**config.mk**
```make
export PLATFORM = sky130hd
export DESIGN_NAME = pipe_ctrl_flat
export DESIGN_NICKNAME = d
export VERILOG_FILES = /design/src/rtl/pipe_ctrl_if.sv /design/src/rtl/pipe_ctrl.sv /design/src/flat_wrapper.sv
export SDC_FILE = /design/constraint.sdc
export NUM_CORES = 1
export LEC_CHECK = 0
export CAP_MARGIN = 15
export CORE_AREA = 2 2 66 68
export DETAILED_ROUTE_END_ITERATION = 8
export DIE_AREA = 0 0 68 70
export MAX_ROUTING_LAYER = met4
export PLACE_DENSITY = 0.73
export SYNTH_ARGS = -nofsm -noshare
export SYNTH_HDL_FRONTEND = slang
export SYNTH_SLANG_ARGS = --single-unit
```
**constraint.sdc**
```tcl
create_clock -name CLK -period 5.24 [get_ports CLK]
set_input_delay 0.786 -clock CLK [delete_from_list [all_inputs] [get_ports CLK]]
set_output_delay 0.786 -clock CLK [all_outputs]
set_load 0.1 [all_outputs]
```
**src/rtl/pipe_ctrl_if.sv**
```systemverilog
// Pipeline hazard-control bundle: decode/execute/memory hazard sources in,
// stage enables, flushes, bubble, error, state and stall counter out.
interface pipe_ctrl_if #(
    parameter int CNT_W = 16
);
    logic [4:0]       D_ADDR1;
    logic [4:0]       D_ADDR2;
    logic             D_USES_RS1;
    logic             D_USES_RS2;
    logic [4:0]       E_WADDR;
    logic             E_MEM_READ;
    logic             E_BRANCH_TAKEN;
    logic             MEM_REQ;
    logic             MEM_READY;
    logic             PC_EN;
    logic             FD_EN;
    logic             DE_EN;
    logic             EM_EN;
    logic             FD_FLUSH;
    logic             DE_FLUSH;
    logic             MW_BUBBLE;
    logic             ERR;
    logic [1:0]       STATE;
    logic [CNT_W-1:0] STALL_CNT;

    modport master (
        output D_ADDR1, D_ADDR2, D_USES_RS1, D_USES_RS2,
        output E_WADDR, E_MEM_READ, E_BRANCH_TAKEN,
        output MEM_REQ, MEM_READY,
        input  PC_EN, FD_EN, DE_EN, EM_EN,
        input  FD_FLUSH, DE_FLUSH, MW_BUBBLE,
        input  ERR, STATE, STALL_CNT
    );

    modport slave (
        input  D_ADDR1, D_ADDR2, D_USES_RS1, D_USES_RS2,
        input  E_WADDR, E_MEM_READ, E_BRANCH_TAKEN,
        input  MEM_REQ, MEM_READY,
        output PC_EN, FD_EN, DE_EN, EM_EN,
        output FD_FLUSH, DE_FLUSH, MW_BUBBLE,
        output ERR, STATE, STALL_CNT
    );
endinterface

```
**src/rtl/pipe_ctrl.sv**
```systemverilog
// Pipeline hazard controller: load-use stalls, branch flushes, memory-wait
// freeze with timeout. Ports: CLK, RST_N (async low), bus (slave modport).
module pipe_ctrl #(
    parameter int LU_CYCLES   = 1,
    parameter int MEM_TIMEOUT = 255,
    parameter int CNT_W       = 16
) (
    input  logic       CLK,
    input  logic       RST_N,
    pipe_ctrl_if.slave bus
);
    typedef enum logic [1:0] {
        RUN      = 2'd0,
        LU_STALL = 2'd1,
        MEM_WAIT = 2'd2,
        ERROR    = 2'd3
    } state_e;

    state_e           state_q, state_d;
    state_e           ret_q, ret_d;
    state_e           rule_st;
    logic [1:0]       lu_cnt_q, lu_cnt_d;
    logic [7:0]       wait_q, wait_d;
    logic [CNT_W-1:0] stall_q;

    logic lu, mw, mw_eff, rule_on;
    logic pc_en, fd_en, de_en, em_en;
    logic fd_fl, de_fl, bub;

    assign lu = bus.E_MEM_READ && (bus.E_WADDR != 5'd0) &&
                ((bus.D_USES_RS1 && (bus.D_ADDR1 == bus.E_WADDR)) ||
                 (bus.D_USES_RS2 && (bus.D_ADDR2 == bus.E_WADDR)));
    assign mw = bus.MEM_REQ && !bus.MEM_READY;

    // A released MEM_WAIT replays the rules of the state it interrupted,
    // with the memory hazard considered resolved.
    assign rule_st = (state_q == MEM_WAIT) ? ret_q : state_q;
    assign rule_on = (state_q == RUN) || (state_q == LU_STALL) ||
                     ((state_q == MEM_WAIT) && bus.MEM_READY);
    assign mw_eff  = mw && (state_q != MEM_WAIT);

    always_comb begin
        state_d  = state_q;
        ret_d    = ret_q;
        lu_cnt_d = lu_cnt_q;
        wait_d   = wait_q;
        pc_en    = 1'b0;
        fd_en    = 1'b0;
        de_en    = 1'b0;
        em_en    = 1'b0;
        fd_fl    = 1'b0;
        de_fl    = 1'b0;
        bub      = 1'b0;
        if (state_q == ERROR) begin
            bub = 1'b1;
        end else if (!rule_on) begin
            bub    = 1'b1;
            wait_d = wait_q + 8'd1;
            if (wait_q == 8'(MEM_TIMEOUT)) state_d = ERROR;
        end else if (mw_eff) begin
            bub     = 1'b1;
            state_d = MEM_WAIT;
            ret_d   = state_q;
            wait_d  = 8'd1;
        end else if (bus.E_BRANCH_TAKEN) begin
            {pc_en, fd_en, de_en, em_en} = 4'b1111;
            fd_fl    = 1'b1;
            de_fl    = 1'b1;
            state_d  = RUN;
            lu_cnt_d = 2'd0;
        end else if (rule_st == LU_STALL) begin
            {de_en, em_en, de_fl} = 3'b111;
            lu_cnt_d = lu_cnt_q - 2'd1;
            state_d  = (lu_cnt_q == 2'd1) ? RUN : LU_STALL;
        end else if (lu) begin
            {de_en, em_en, de_fl} = 3'b111;
            if (LU_CYCLES == 1) begin
                state_d = RUN;
            end else begin
                state_d  = LU_STALL;
                lu_cnt_d = 2'(LU_CYCLES - 1);
            end
        end else begin
            {pc_en, fd_en, de_en, em_en} = 4'b1111;
            state_d = RUN;
        end
    end

    always_ff @(posedge CLK or negedge RST_N) begin
        if (!RST_N) begin
            state_q  <= RUN;
            ret_q    <= RUN;
            lu_cnt_q <= 2'd0;
            wait_q   <= 8'd0;
            stall_q  <= '0;
        end else begin
            state_q  <= state_d;
            ret_q    <= ret_d;
            lu_cnt_q <= lu_cnt_d;
            wait_q   <= wait_d;
            if (!pc_en && (state_q != ERROR) && (stall_q != '1))
                stall_q <= stall_q + 1'b1;
        end
    end

    // Enables and flushes are forced low for as long as reset is held.
    assign bus.PC_EN     = RST_N && pc_en;
    assign bus.FD_EN     = RST_N && fd_en;
    assign bus.DE_EN     = RST_N && de_en;
    assign bus.EM_EN     = RST_N && em_en;
    assign bus.FD_FLUSH  = RST_N && fd_fl;
    assign bus.DE_FLUSH  = RST_N && de_fl;
    assign bus.MW_BUBBLE = RST_N && bub;
    assign bus.ERR       = RST_N && (state_q == ERROR);
    assign bus.STATE     = state_q;
    assign bus.STALL_CNT = stall_q;
endmodule

```
**src/flat_wrapper.sv**
```systemverilog
// flat-port wrapper written by rule: the top's interface ports become plain ports
module pipe_ctrl_flat 
#(
    parameter int LU_CYCLES   = 1,
    parameter int MEM_TIMEOUT = 255,
    parameter int CNT_W       = 16
)
  (CLK, RST_N, bus_D_ADDR1, bus_D_ADDR2, bus_D_USES_RS1, bus_D_USES_RS2, bus_E_WADDR, bus_E_MEM_READ, bus_E_BRANCH_TAKEN, bus_MEM_REQ, bus_MEM_READY, bus_PC_EN, bus_FD_EN, bus_DE_EN, bus_EM_EN, bus_FD_FLUSH, bus_DE_FLUSH, bus_MW_BUBBLE, bus_ERR, bus_STATE, bus_STALL_CNT);
  pipe_ctrl_if #(.CNT_W(CNT_W)) bus_i ();
  input  logic CLK;
  input  logic RST_N;
  input wire logic [$bits(bus_i.D_ADDR1)-1:0] bus_D_ADDR1;
  input wire logic [$bits(bus_i.D_ADDR2)-1:0] bus_D_ADDR2;
  input wire logic [$bits(bus_i.D_USES_RS1)-1:0] bus_D_USES_RS1;
  input wire logic [$bits(bus_i.D_USES_RS2)-1:0] bus_D_USES_RS2;
  input wire logic [$bits(bus_i.E_WADDR)-1:0] bus_E_WADDR;
  input wire logic [$bits(bus_i.E_MEM_READ)-1:0] bus_E_MEM_READ;
  input wire logic [$bits(bus_i.E_BRANCH_TAKEN)-1:0] bus_E_BRANCH_TAKEN;
  input wire logic [$bits(bus_i.MEM_REQ)-1:0] bus_MEM_REQ;
  input wire logic [$bits(bus_i.MEM_READY)-1:0] bus_MEM_READY;
  output wire logic [$bits(bus_i.PC_EN)-1:0] bus_PC_EN;
  output wire logic [$bits(bus_i.FD_EN)-1:0] bus_FD_EN;
  output wire logic [$bits(bus_i.DE_EN)-1:0] bus_DE_EN;
  output wire logic [$bits(bus_i.EM_EN)-1:0] bus_EM_EN;
  output wire logic [$bits(bus_i.FD_FLUSH)-1:0] bus_FD_FLUSH;
  output wire logic [$bits(bus_i.DE_FLUSH)-1:0] bus_DE_FLUSH;
  output wire logic [$bits(bus_i.MW_BUBBLE)-1:0] bus_MW_BUBBLE;
  output wire logic [$bits(bus_i.ERR)-1:0] bus_ERR;
  output wire logic [$bits(bus_i.STATE)-1:0] bus_STATE;
  output wire logic [$bits(bus_i.STALL_CNT)-1:0] bus_STALL_CNT;
  assign bus_i.D_ADDR1 = bus_D_ADDR1;
  assign bus_i.D_ADDR2 = bus_D_ADDR2;
  assign bus_i.D_USES_RS1 = bus_D_USES_RS1;
  assign bus_i.D_USES_RS2 = bus_D_USES_RS2;
  assign bus_i.E_WADDR = bus_E_WADDR;
  assign bus_i.E_MEM_READ = bus_E_MEM_READ;
  assign bus_i.E_BRANCH_TAKEN = bus_E_BRANCH_TAKEN;
  assign bus_i.MEM_REQ = bus_MEM_REQ;
  assign bus_i.MEM_READY = bus_MEM_READY;
  assign bus_PC_EN = bus_i.PC_EN;
  assign bus_FD_EN = bus_i.FD_EN;
  assign bus_DE_EN = bus_i.DE_EN;
  assign bus_EM_EN = bus_i.EM_EN;
  assign bus_FD_FLUSH = bus_i.FD_FLUSH;
  assign bus_DE_FLUSH = bus_i.DE_FLUSH;
  assign bus_MW_BUBBLE = bus_i.MW_BUBBLE;
  assign bus_ERR = bus_i.ERR;
  assign bus_STATE = bus_i.STATE;
  assign bus_STALL_CNT = bus_i.STALL_CNT;
  pipe_ctrl #(.LU_CYCLES(LU_CYCLES), .MEM_TIMEOUT(MEM_TIMEOUT), .CNT_W(CNT_W)) u_core (.CLK(CLK), .RST_N(RST_N), .bus(bus_i));
endmodule
```
==> flow_summary.toml <==
[critical_path]
crit_path_end = "bus_FD_EN"
cp-startpoint = "bus_E_WADDR[0]"
path_buf_inv = 2
crit_path_end_kind = "output pin"
critPathMaxStageDelay_ns = 0.56
crit_slowest_cell = "or4_4"
arrival_ns = 2.69
ff2ff_path_depth = 7
rr_startpoint = "u_core.bus.STALL_CNT[0]"
reg2reg_slack_ns = 2.75
crit_path_cell_trace = "clkdlybuf4s50_1 > or4_4 > o21ai_2 > nand2b_1 > nand2_1 > a21boi_1 > buf_4"
crit_path_start_kind = "primary input"
path_depth = 7
required_ns = 4.45
worstPathMaxFanout = 3
critical_path.top_delay_family = "buffers and inverters"
r2r-end = "u_core.bus.STALL_CNT[1]"
critical_path_class = "primary input to output pin"

[routing]
met3_length_um = 160
avgViaCountPerCell = 5.10
drt-met1-wl_um = 1710
post_drt_wl_per_cell_um = 13.5
dr.max_layer_used = "met4"
wl_met2_um = 1830
drc = 0
drt_iter0_markers = 75
firstDrtPassIters = 4
vias = 1414
wl_um = 3750
ant_nets = 0

[place]
port_buffers = 48
place_ws_ns = 1.77
gp_congestion = 0.767
dpl.hpwl_um = 2710

[yosys]
synthCells = 174
yosysWarnings = 0
netlist_area_sq_mm = 0.00174
seq_area_frac_synth_pct = 43.2
muxShareOfSynthArea_pct = 4.46
synth-xor-area-share_pct = 14.1
synth.distinct_cells = 41
syn-num-nets = 200
async_flop_share_pct = 100
syn_area_per_cell_sq_um = 10.0
ys.flop_type = "dfrtp_1"
synth_seq_cells = 30
synth_compound_area_share_pct = 8.63
synth_top_family_by_area = "simple AND/OR/NAND/NOR gates"
synth-adder-area-share_pct = 2.16
synth_edf_count = 0
synth-simple-area-share_pct = 24.3

[sta]
setup-tns-final_ns = 0
setup_viol = 0
tightest_slew_ns = 0.986
fin_crit_sh_pct = 66.3
slew-limit-headroom_pct = 34.1
fmax_mhz = 288
setup_slack_ns = 1.76
rsz0062_at_grt = "false"
finalCriticalPeriod_ns = 3.48
clock_skew_ns = 0.00454
drv_slew = 0
hold_viol = 0

[clocking]
cts_tree = "built"
post_cts_buffers = 0
clockBufferDepth = 2
clk_pin_slew_ns = 0.06
clk_latency_ns = 0.28
cts-root-buf = "clkbuf_8"
hold_buffers = 0
cts.sinks = 30
cts_buffers = 5
cts_resized = 0
h-tree-depth = 2

[power]
ir_drop_v = 0.000503
p_per_area_mw_per_mm2 = 409
p_leak_nw = 1.07

[die]
die_x_um = 68
rows = 24
die-area_sq_mm = 0.00476
start_util_pct = 42.0
die_y_um = 70
core_area_sq_mm = 0.00414
ios = 49

[layout]
areaGrowthSynthToFinish_pct = 33.6
n_antenna_cell = 0
drive_gt1_share_pct = 12.4
fin_nets = 250

[run_status]
status = "finished, final reports clean"

[grt]
grt_pass1_vias = 1383
antenna_found_initial = 0
grt_max_degree = 35
grt_usage_pct = 17.8
overflow = 0
grt_pass1_wl_um = 6290

[min_path]
holdCritPathClass = "flip-flop to flip-flop"

[run]
drv_cap = 0
placed cells by master, fill, tap and decap left out, drive strengths merged, types with 3 or more instances in the layout:
cell type | netlist | routed
clkdlybuf4s50 | 0 | 40
buf | 5 | 9
a22o | 3 | 3
and2 | 3 | 3
dfrtp | 30 | 30
xnor2 | 13 | 13
nand2 | 12 | 12
nor4 | 4 | 4
nor2 | 15 | 15
nor3 | 11 | 11
nand4 | 6 | 6
and3 | 4 | 4
clkbuf | 1 | 7
nand2b | 4 | 4
a22oi | 3 | 3
inv | 4 | 4
o21ai | 4 | 4
xor2 | 15 | 15
nand3 | 11 | 11
ha | 3 | 3
mux2 | 6 | 6
power by group:
group	leakage, nW	switching, W	total, W	internal, W
combinational	0.624	0.000299	0.000424	0.000125
sequential	0.399	0.0000588	0.000333	0.000274
clock	0.0482	0.0000882	0.000194	0.000106
cell usage after synthesis, types with 2 or more instances:
library cell  number  share of area (%)
dfrtp_1           30                 43
nor2_1            15                3.2
xor2_1            15                7.6
xnor2_1           13                6.5
nand2_1           12                2.6
nand3_1           11                3.2
nor3_1            10                2.9
nand4_1            6                2.2
and3_1             4                1.4
inv_1              4               0.86
nand2b_1           4                1.4
a22o_1             3                1.5
and2_1             3                1.1
ha_1               3                2.2
mux2_1             3                1.9
mux2_2             3                1.9
a22oi_1            2               0.86
buf_2              2               0.58
buf_4              2               0.86
nor2b_1            2               0.72
nor3b_1            2               0.86
nor4_1             2               0.72
nor4_2             2                1.4
o21ai_0            2               0.58
o21ai_2            2                1.0
o22ai_1            2               0.72
worst register-to-register path, stage by stage, from the launching register on:
cell	delay (ns)
dfrtp_1	0.44
ha_1	0.19
nand3_1	0.13
nor2_1	0.25
nand2_1	0.09
nor2_1	0.69
or2_2	0.27
mux2_1	0.31
state kept, by name, summed over array words and instances, names as in the netlist:
signal / flops
u_core.bus.STALL_CNT: 16
u_core.bus.STATE: 2
u_core.lu_cnt_q: 2
u_core.ret_q: 2
u_core.wait_q: 8
metal layers:
layer	GRT usage [%]	vias up
met5	-	-
met4	5.11	0
met3	5.80	6
met2	27.9	24
met1	21.7	673
li1	-	711
metrics by stage:
stage	std cells	hold slack [ns]	total power [W]	utilization (%)	instance area [sq um]
3_5_place_dp	269	0.481	0.000762	53.9	2230
2_1_floorplan	174	0.465	0.000649	-	1740
6_report	277	0.490	0.000951	56.1	2320
5_1_grt	277	0.523	0.00100	56.1	2320
3_3_place_gp	269	0.482	0.000757	53.9	2230
4_1_cts	277	0.494	0.000959	56.1	2320
area by class of cell:
class | instances | area (sq um)
clock buffers | 7 | 86.3
clock inverters | 1 | 5.00
fillers | 380 | 1820
inverters | 4 | 15.0
multi-input cells | 134 | 933
flip-flops and latches | 30 | 751
well taps | 52 | 65.1
repair buffers | 49 | 468
cell families after synthesis:
family | after synthesis
DFF | 30
buffers and inverters | 10
xor gates and xnor gates | 28
AOI/OAI and AO/OA | 18
and+or+nand+nor | 78
muxes | 7
adders and majority gates | 3
worst min path at each step:
stage | slack (ns) | end | cells past startpoint | from
6_report | 0.49 | u_core.bus.STALL_CNT[10] | 1 | u_core.bus.STALL_CNT[10]
5_1_grt | 0.52 | u_core.bus.STALL_CNT[10] | 1 | u_core.bus.STALL_CNT[10]
4_1_cts | 0.49 | u_core.bus.STALL_CNT[10] | 1 | u_core.bus.STALL_CNT[10]
3_5_place_dp | 0.48 | u_core.bus.STALL_CNT[10] | 1 | u_core.bus.STALL_CNT[10]
3_3_place_gp | 0.48 | u_core.ret_q[0] | 1 | u_core.ret_q[0]
2_1_floorplan | 0.47 | u_core.ret_q[1] | 1 | u_core.ret_q[1]
No activity file was read; power rests on OpenSTA's default activity.
